File: config.mk
export PLATFORM = sky130hd
export DESIGN_NAME = rb_ctrl_param
export DESIGN_NICKNAME = d
export VERILOG_FILES = /design/src/rtl/rb_ctrl_param.sv
export SDC_FILE = /design/constraint.sdc
export NUM_CORES = 1
export LEC_CHECK = 0
export ABC_AREA = 1
export BUFFER_PORTS_ARGS = -buffer_cell sky130_fd_sc_hd__buf_2
export CAP_MARGIN = 0
export CORE_ASPECT_RATIO = 0.6
export CORE_MARGIN = 3
export CORE_UTILIZATION = 65
export CTS_BUF_LIST = sky130_fd_sc_hd__clkbuf_8 sky130_fd_sc_hd__clkbuf_16
export DETAILED_ROUTE_END_ITERATION = 10
export GPL_TIMING_DRIVEN = 1
export PLACE_DENSITY = 0.9
export SYNTH_ARGS = -nofsm -noshare
export SYNTH_HDL_FRONTEND = slang
export SYNTH_SLANG_ARGS = --single-unit
File: constraint.sdc
create_clock -name clk -period 4.5 [get_ports clk]
set_clock_uncertainty 0.15 [all_clocks]
set_input_delay 0.225 -clock clk [delete_from_list [all_inputs] [get_ports clk]]
set_output_delay 0.225 -clock clk [all_outputs]
set_load 0.005 [all_outputs]
File: src/rtl/rb_ctrl_param.sv
`default_nettype none
// ============================================================================
// Module   : rb_ctrl_param
// Brief    : BRAM row-buffer sequencer (fill, prime, run) with start/busy,
//            stall and abort. Optional stall counter under RB_STALL_CNT_EN.
// Revision : 1.0  initial release
// ============================================================================
module rb_ctrl_param #(
    parameter int IMG_W = 512,
    parameter int IMG_H = 512,
    parameter int N_BUF = 4,
    localparam int SEL_W = ($clog2(N_BUF) > 1) ? $clog2(N_BUF) : 1
) (
    input  logic             clk,
    input  logic             rst_n,
    input  logic             start,
    input  logic             abort,
    input  logic             stall,
    output logic             busy,
    output logic             complete,
    output logic             en_e_mem_addr,
    output logic             en_w_bram_addr,
    output logic             en_r_bram_addr,
    output logic             en_a,
    output logic             en_b,
    output logic [SEL_W-1:0] steer,
    output logic             steer_en
`ifdef RB_STALL_CNT_EN
    ,
    output logic [31:0]      stall_cycles
`endif
);

    localparam int FILL_LEN  = N_BUF * IMG_W + 1;
    localparam int RUN_LEN   = IMG_W * (IMG_H - N_BUF);
    localparam int PTR_DEPTH = N_BUF * IMG_W;
    localparam int FILL_W    = $clog2(FILL_LEN);
    localparam int RUN_W     = $clog2(RUN_LEN);
    localparam int PTR_W     = $clog2(PTR_DEPTH);

    localparam logic [FILL_W-1:0] FILL_LAST = FILL_W'(FILL_LEN - 1);
    localparam logic [RUN_W-1:0]  RUN_LAST  = RUN_W'(RUN_LEN - 1);
    localparam logic [PTR_W-1:0]  PTR_LAST  = PTR_W'(PTR_DEPTH - 1);

    typedef enum logic [2:0] {
        S_IDLE  = 3'd0,
        S_FILL  = 3'd1,
        S_PRIME = 3'd2,
        S_RUN   = 3'd3,
        S_DONE  = 3'd4
    } state_t;

    state_t            state_q, state_d;
    logic [FILL_W-1:0] fill_cnt_q, fill_cnt_d;
    logic [RUN_W-1:0]  rw_cnt_q, rw_cnt_d;
    logic [PTR_W-1:0]  rd_ptr_q, rd_ptr_d;
    logic [PTR_W-1:0]  rd_ptr_inc;
    logic              launch;

    // A frame can only be launched from a quiescent state; abort vetoes it.
    assign launch     = ((state_q == S_IDLE) || (state_q == S_DONE)) && start && !abort;
    assign rd_ptr_inc = (rd_ptr_q == PTR_LAST) ? '0 : rd_ptr_q + PTR_W'(1);
    assign steer      = rd_ptr_q[PTR_W-1 -: SEL_W];

    always_ff @(posedge clk or negedge rst_n) begin
        if (!rst_n) begin
            state_q    <= S_IDLE;
            fill_cnt_q <= '0;
            rw_cnt_q   <= '0;
            rd_ptr_q   <= '0;
        end else begin
            state_q    <= state_d;
            fill_cnt_q <= fill_cnt_d;
            rw_cnt_q   <= rw_cnt_d;
            rd_ptr_q   <= rd_ptr_d;
        end
    end

    always_comb begin
        state_d        = state_q;
        fill_cnt_d     = fill_cnt_q;
        rw_cnt_d       = rw_cnt_q;
        rd_ptr_d       = rd_ptr_q;
        busy           = 1'b0;
        complete       = 1'b0;
        en_e_mem_addr  = 1'b0;
        en_w_bram_addr = 1'b0;
        en_r_bram_addr = 1'b0;
        en_a           = 1'b0;
        en_b           = 1'b0;
        steer_en       = 1'b0;

        case (state_q)
            S_IDLE, S_DONE: begin
                complete = (state_q == S_DONE);
                if (start) begin
                    state_d    = S_FILL;
                    fill_cnt_d = '0;
                    rw_cnt_d   = '0;
                    rd_ptr_d   = '0;
                end
            end
            S_FILL: begin
                busy = 1'b1;
                if (!stall) begin
                    en_e_mem_addr  = 1'b1;
                    en_w_bram_addr = 1'b1;
                    en_a           = 1'b1;
                    fill_cnt_d     = fill_cnt_q + FILL_W'(1);
                    if (fill_cnt_q == FILL_LAST) begin
                        state_d = S_PRIME;
                    end
                end
            end
            S_PRIME: begin
                busy = 1'b1;
                if (!stall) begin
                    en_r_bram_addr = 1'b1;
                    en_b           = 1'b1;
                    steer_en       = 1'b1;
                    rd_ptr_d       = rd_ptr_inc;
                    state_d        = S_RUN;
                end
            end
            S_RUN: begin
                busy = 1'b1;
                if (!stall) begin
                    en_e_mem_addr  = 1'b1;
                    en_w_bram_addr = 1'b1;
                    en_r_bram_addr = 1'b1;
                    en_a           = 1'b1;
                    en_b           = 1'b1;
                    steer_en       = 1'b1;
                    rd_ptr_d       = rd_ptr_inc;
                    rw_cnt_d       = rw_cnt_q + RUN_W'(1);
                    if (rw_cnt_q == RUN_LAST) begin
                        state_d = S_DONE;
                    end
                end
            end
            default: begin
                state_d = S_IDLE;
            end
        endcase

        if (abort) begin
            state_d    = S_IDLE;
            fill_cnt_d = '0;
            rw_cnt_d   = '0;
            rd_ptr_d   = '0;
        end
    end

`ifdef RB_STALL_CNT_EN
    logic [31:0] stall_cnt_q, stall_cnt_d;

    always_comb begin
        stall_cnt_d = stall_cnt_q;
        if (launch) begin
            stall_cnt_d = '0;
        end else if (busy && stall && (stall_cnt_q != 32'hFFFF_FFFF)) begin
            stall_cnt_d = stall_cnt_q + 32'd1;
        end
    end

    always_ff @(posedge clk or negedge rst_n) begin
        if (!rst_n) begin
            stall_cnt_q <= '0;
        end else begin
            stall_cnt_q <= stall_cnt_d;
        end
    end

    assign stall_cycles = stall_cnt_q;
`else
    // Without stall accounting the launch qualifier has no consumer.
    logic launch_unused;
    assign launch_unused = launch;
`endif

endmodule
`default_nettype wire

# After elaboration in Yosys (flattened, before gate mapping)
# Index checks and enable logic that the tools add are counted.
dict set report word_totals {
  ff_bits 44
  inputBits 5
  output_inout_bits 10
  elab_cells 59
}
dict set report op_classes {
  n_addsub 3
  n_eq_ne 14
  muxes 26
  reduce_logical 12
}
# cell count
set ops {}
lappend ops {{$mux W18} 3}
lappend ops {{$mux W11} 4}
lappend ops {{$mux W12} 3}
lappend ops {{$pmux W18 S2} 1}
lappend ops {{$pmux W12 S2} 1}
lappend ops {{$pmux W11 S2} 1}
lappend ops {{$mux W3} 7}
lappend ops {{$ne A3 B3 Y1 const B} 7}
lappend ops {{$add A18 B1 Y18 const B} 1}
lappend ops {{$eq A18 B18 Y1 const B} 1}
lappend ops {{$add A12 B1 Y12 const B} 1}
lappend ops {{$eq A12 B12 Y1 const B} 1}
lappend ops {{$pmux W3 S4} 1}
lappend ops {{$add A11 B1 Y11 const B} 1}
lappend ops {{$eq A11 B11 Y1 const B} 1}
lappend ops {{$reduce_and A3 Y1} 3}
lappend ops {{$reduce_bool A3 Y1} 3}
lappend ops {{$eq A3 B2 Y1 const B} 2}
lappend ops {{$reduce_and A6 Y1} 1}
lappend ops {{$reduce_or A2 Y1} 3}
lappend ops {{$mux W1} 5}
lappend ops {{$eq A3 B1 Y1 const B} 1}
lappend ops {{$eq A3 B3 Y1 const B} 1}
lappend ops {{$logic_not A3 Y1} 1}
lappend ops {{$reduce_or A3 Y1} 1}

# Logic depth before layout (Yosys ltp)
dict set report depth {
  depth_word 5
  mapped_depth 10
  mapped_depth_nobuf 10
}

# Worst setup path after synthesis
# OpenSTA, ideal clock, no wires.
dict set report synth_timing {
  kind {register to register}
  start {reg state_q[2]}
  end {reg rd_ptr_q[6]}
  setup_time_ns 0.120
  t_arrival_ns 1.406
  required_ns 4.230
  slack_ns 2.824
  stages_incl_launch_ff 8
  path_buffers 0
  synth_period_minus_slack_ns 1.676
  cell_sequence {dfrtp_1 -> inv_2 -> nand2_1 -> nor2_1 -> o21a_1 -> o21ai_1 -> o21ai_0 -> inv_1}
}
dict set report synth_between {
  elab_chain_len 4
  elab_cells_between_ends 12
  cone_classes {5 x eq/ne; 2 x mux; 5 x reduce/logical}
}
# element line
set synth_rtl {}
lappend synth_rtl {{from (decl)} 53} ;# state_t state_q, state_d;
lappend synth_rtl {{from (signal assigned)} 72} ;# state_q <= state_d;
lappend synth_rtl {{$eq A3 B3 Y1 (tied with other cells)} 93} ;# case (state_q)
lappend synth_rtl {{$reduce_or A2 Y1 (on tied branches)} -}
lappend synth_rtl {{$ne A3 B3 Y1 (no line) (tied with other cells)} -}
lappend synth_rtl {{$reduce_and A3 Y1 (no line) / $mux W11 (equally long branches)} -}
lappend synth_rtl {{to (signal assigned)} 75} ;# rd_ptr_q <= rd_ptr_d;
lappend synth_rtl {{to (decl)} 56} ;# logic [PTR_W-1:0] rd_ptr_q, rd_ptr_d;
# Parallel ways exist; a longest one is shown, timed or not.
# A chain may end at the register's enable or synchronous reset.

# Worst setup path in the final report
dict set report layout_timing {
  start {reg state_q[0]}
  end {reg fill_cnt_q[4]}
}
dict set report layout_between {
  elab_chain_len 4
  elab_cells_between_ends 10
  cone_classes {4 x eq/ne; 2 x mux; 4 x reduce/logical}
}
# element line
set layout_rtl {}
lappend layout_rtl {{$eq A3 B3 Y1 / $logic_not A3 Y1 (equally long branches)} 93}
lappend layout_rtl {{$reduce_or A2 Y1} 93}
lappend layout_rtl {{$ne A3 B3 Y1 (no line) (tied with other cells)} -}
lappend layout_rtl {{$reduce_and A3 Y1 (no line) / $mux W12 (equally long branches)} -}
lappend layout_rtl {{to (signal assigned)} 73} ;# fill_cnt_q <= fill_cnt_d;
lappend layout_rtl {{to (decl)} 54} ;# logic [FILL_W-1:0] fill_cnt_q, fill_cnt_d;
# Parallel ways exist; a longest one is shown, timed or not.

==> run metrics <==
Core ar. 0.003935 mm^2; max incr delay on CP 0.48 ns; die area 0.005252 mm^2; Yosys top cell by area dfrtp_1; max_slew headroom 34.39%; Die X 91.58 um; Synthesized Nets 429; R2R Setup Slk 2.51 ns; maximum VDD drop 0.0001971 V; Commonest cells post-synth nand2_1 (122), nor2_1 (81), inv_1 (50); Worst path top cell family by delay simple AND/OR/NAND/NOR gates; Setup-failing EPs final 0; r2r worst-path depth 8; antenna diode count 0; drt total wl 6490 um; fin. max-slew vios 0; antenna viol nets, final 0; Worst-Margin Slew 0.9842 ns; Critical Path Start state_q[0]; Clock Path Buffers 2; crit path time final 1.992 ns; share of cells above drive strength 1 11.57%; FP Rows 17; Crit-path slowest cell dfrtp_1; async set-or-reset flop fraction in the synthesized netlist 100.0%; total CTS buffers 5; drt first pass iters 5; setup TNS 0 ns; post-synthesis cell type count 30; P_int 0.6700 mW; Seq/Total Area, Yosys 38.55%; Initial Util 72.59%; crit-path max FO 14; largest net degree at the start of global routing 45; Hold Crit Start abort; Post-synth EDFFs 0; GP Congestion 0.9160; critical path's most frequent cell nor2_1; Root Driver clkbuf_8; Post-CTS Hold Buffers 1; share of the synthesized area in the top cell type 38.55%; worst skew pair latency 0.30 ns; Die Ht 57.35 um; instance count on the critical path 8; # fillers 284; nets@finish 441; Post-CTS Setup Repair Bufs 0; CTS H-tree depth 2; number of synthesis warnings 0; flops & latches, synth 44; number of remaining DRC errors 0; WHS 0.2185 ns; Worst Setup Path Type flop to flop; PostCTS Resize Cnt 0; Area growth, synth to finish 5.782%; CP endpoint kind flop; maximum clock frequency 0.5021 GHz; gr usage total 26.55%; r2r startpoint state_q[0]; Iter 0 DRT Violations 229; clock-pin slew on the worst setup and hold paths 0.09 ns; fin crit share 44.26%; Synth Flop Type dfrtp_1; DR vias/cell 5.493; count leader, synth nand2_1; P_sw 0.4837 mW; Setup crit start kind flop; first-pass GRT wire length 11190 um; hold path depth 4; leakage 1.505 nW; initial antenna violation count 0; Critical Path RT 4.55 ns; RSZ-0062 raised after global routing false; number of placed I/O pins 15; grt total ovfl 0; syn_area_per_cell 6.801 um^2; CTS tree built; crit path DAT 2.04 ns; synth top area cells dfrtp_1 (39%), nand2_1 (16%), nor2_1 (11%), inv_1 (6.6%), nand3_1 (6.1%); DP Wirelength 4737 um; Syn Std Cell Area 0.002856 mm^2; WL/cell 13.27 um; Final Hold Viols 0; status finished clean; switching share of total power 41.93%; Clock Sink Count 44; DR vias 2686; cells after synthesis 420; Reg power frac 38.4%; clock power share 23.8%; power density of the placed cells 381.8 mW/mm^2; Comb pwr share 37.7%; min-delay worst type primary input to flop; vias in the first global route 2431; crit path cell chain nor2_1, nor2_1, nand2_1, nand2_2, nor2_4, inv_1, a21oi_1, nor2_1; IO Port Bufs 14; Max-Cap Viols 0; Buf/Inv on CP 1
-- flip-flops by register name, summed over array words and instances (netlist names) --
| name | count |
|---|---|
| rd_ptr_q | 11 |
| state_q | 3 |
| fill_cnt_q | 12 |
| rw_cnt_q | 18 |
-- layout by cell type, fill, tap and decap left out, types with 2 or more instances in the layout --
master / count
nor2_1: 81
o21ai_1: 2
clkbuf_8: 7
nand3_1: 35
inv_1: 50
nand2_1: 122
nand2_2: 6
a21oi_1: 12
dfrtp_1: 44
o21ai_0: 13
a21oi_2: 4
inv_2: 4
nand2_4: 3
xor2_1: 4
buf_2: 14
ha_1: 4
o21bai_1: 2
nor2_2: 4
nand4_1: 7
nor2_4: 3
nor3_1: 2
-- layout make-up --
| class | instances | area, um^2 | area share (%) |
|---|---|---|---|
| inverters | 55 | 209.0 | 6.915 |
| flip-flops and latches | 44 | 1101 | 36.44 |
| clock buffers | 7 | 96.34 | 3.188 |
| multi-input cells | 311 | 1464 | 48.45 |
| repair buffers | 15 | 80.08 | 2.650 |
| well taps | 57 | 71.32 | 2.360 |
-- power by group through the flow --
stage	registers, mW	logic (mW)	clock network (mW)
2_1_floorplan	0.444	0.358	0
3_3_place_gp	0.449	0.410	0
3_5_place_dp	0.450	0.421	0
4_1_cts	0.443	0.427	0.273
5_1_grt	0.446	0.484	0.292
6_report	0.443	0.435	0.275
-- metrics by stage --
stage | power (mW) | setup slack [ns] | cell area (um^2) | utilization [%] | instances
after floorplan | 0.8017 | 2.824 | 2856 | - | 420
after global placement | 0.8586 | 2.623 | 2915 | 74.09 | 481
after detailed placement | 0.8715 | 2.542 | 2915 | 74.09 | 481
after CTS | 1.144 | 2.530 | 3022 | 76.79 | 489
after global routing | 1.222 | 2.351 | 3022 | 76.79 | 489
final | 1.154 | 2.508 | 3022 | 76.79 | 489
-- layer usage --
| metal | vias up | track usage (%) | share of wire (%) |
|---|---|---|---|
| li1 | 1321 | - | - |
| met1 | 1241 | 38.41 | 47 |
| met2 | 115 | 39.98 | 43 |
| met3 | 9 | 6.061 | 8.5 |
| met4 | 0 | 7.940 | 1.0 |
| met5 | - | 0 | 0 |
-- tightest hold or removal path: cells and delay by family --
family                 cells  cell delay, ns
AOI/OAI and AO/OA          1            0.07
buffers and inverters      1            0.20
and+or+nand+nor            2            0.15
-- worst paths after layout --
| path | end |
|---|---|
| min in group asynchronous | rd_ptr_q[4] |
| worst max-delay path | fill_cnt_q[4] |
| worst min-delay path | state_q[1] |
| worst max register to register | fill_cnt_q[4] |
| max in group asynchronous | fill_cnt_q[1] |
| worst min register to register | rd_ptr_q[0] |
-- cell families after synthesis --
| group | Yosys count | synth area share, % |
|---|---|---|
| and+or+nand+nor | 266 | 40.43 |
| buffers and inverters | 65 | 10.21 |
| DFF | 44 | 38.55 |
| AOI/OAI and AO/OA | 37 | 7.841 |
| xor gates and xnor gates | 4 | 1.226 |
| adders and majority gates | 4 | 1.752 |
No activity file was read; power rests on OpenSTA's default activity.
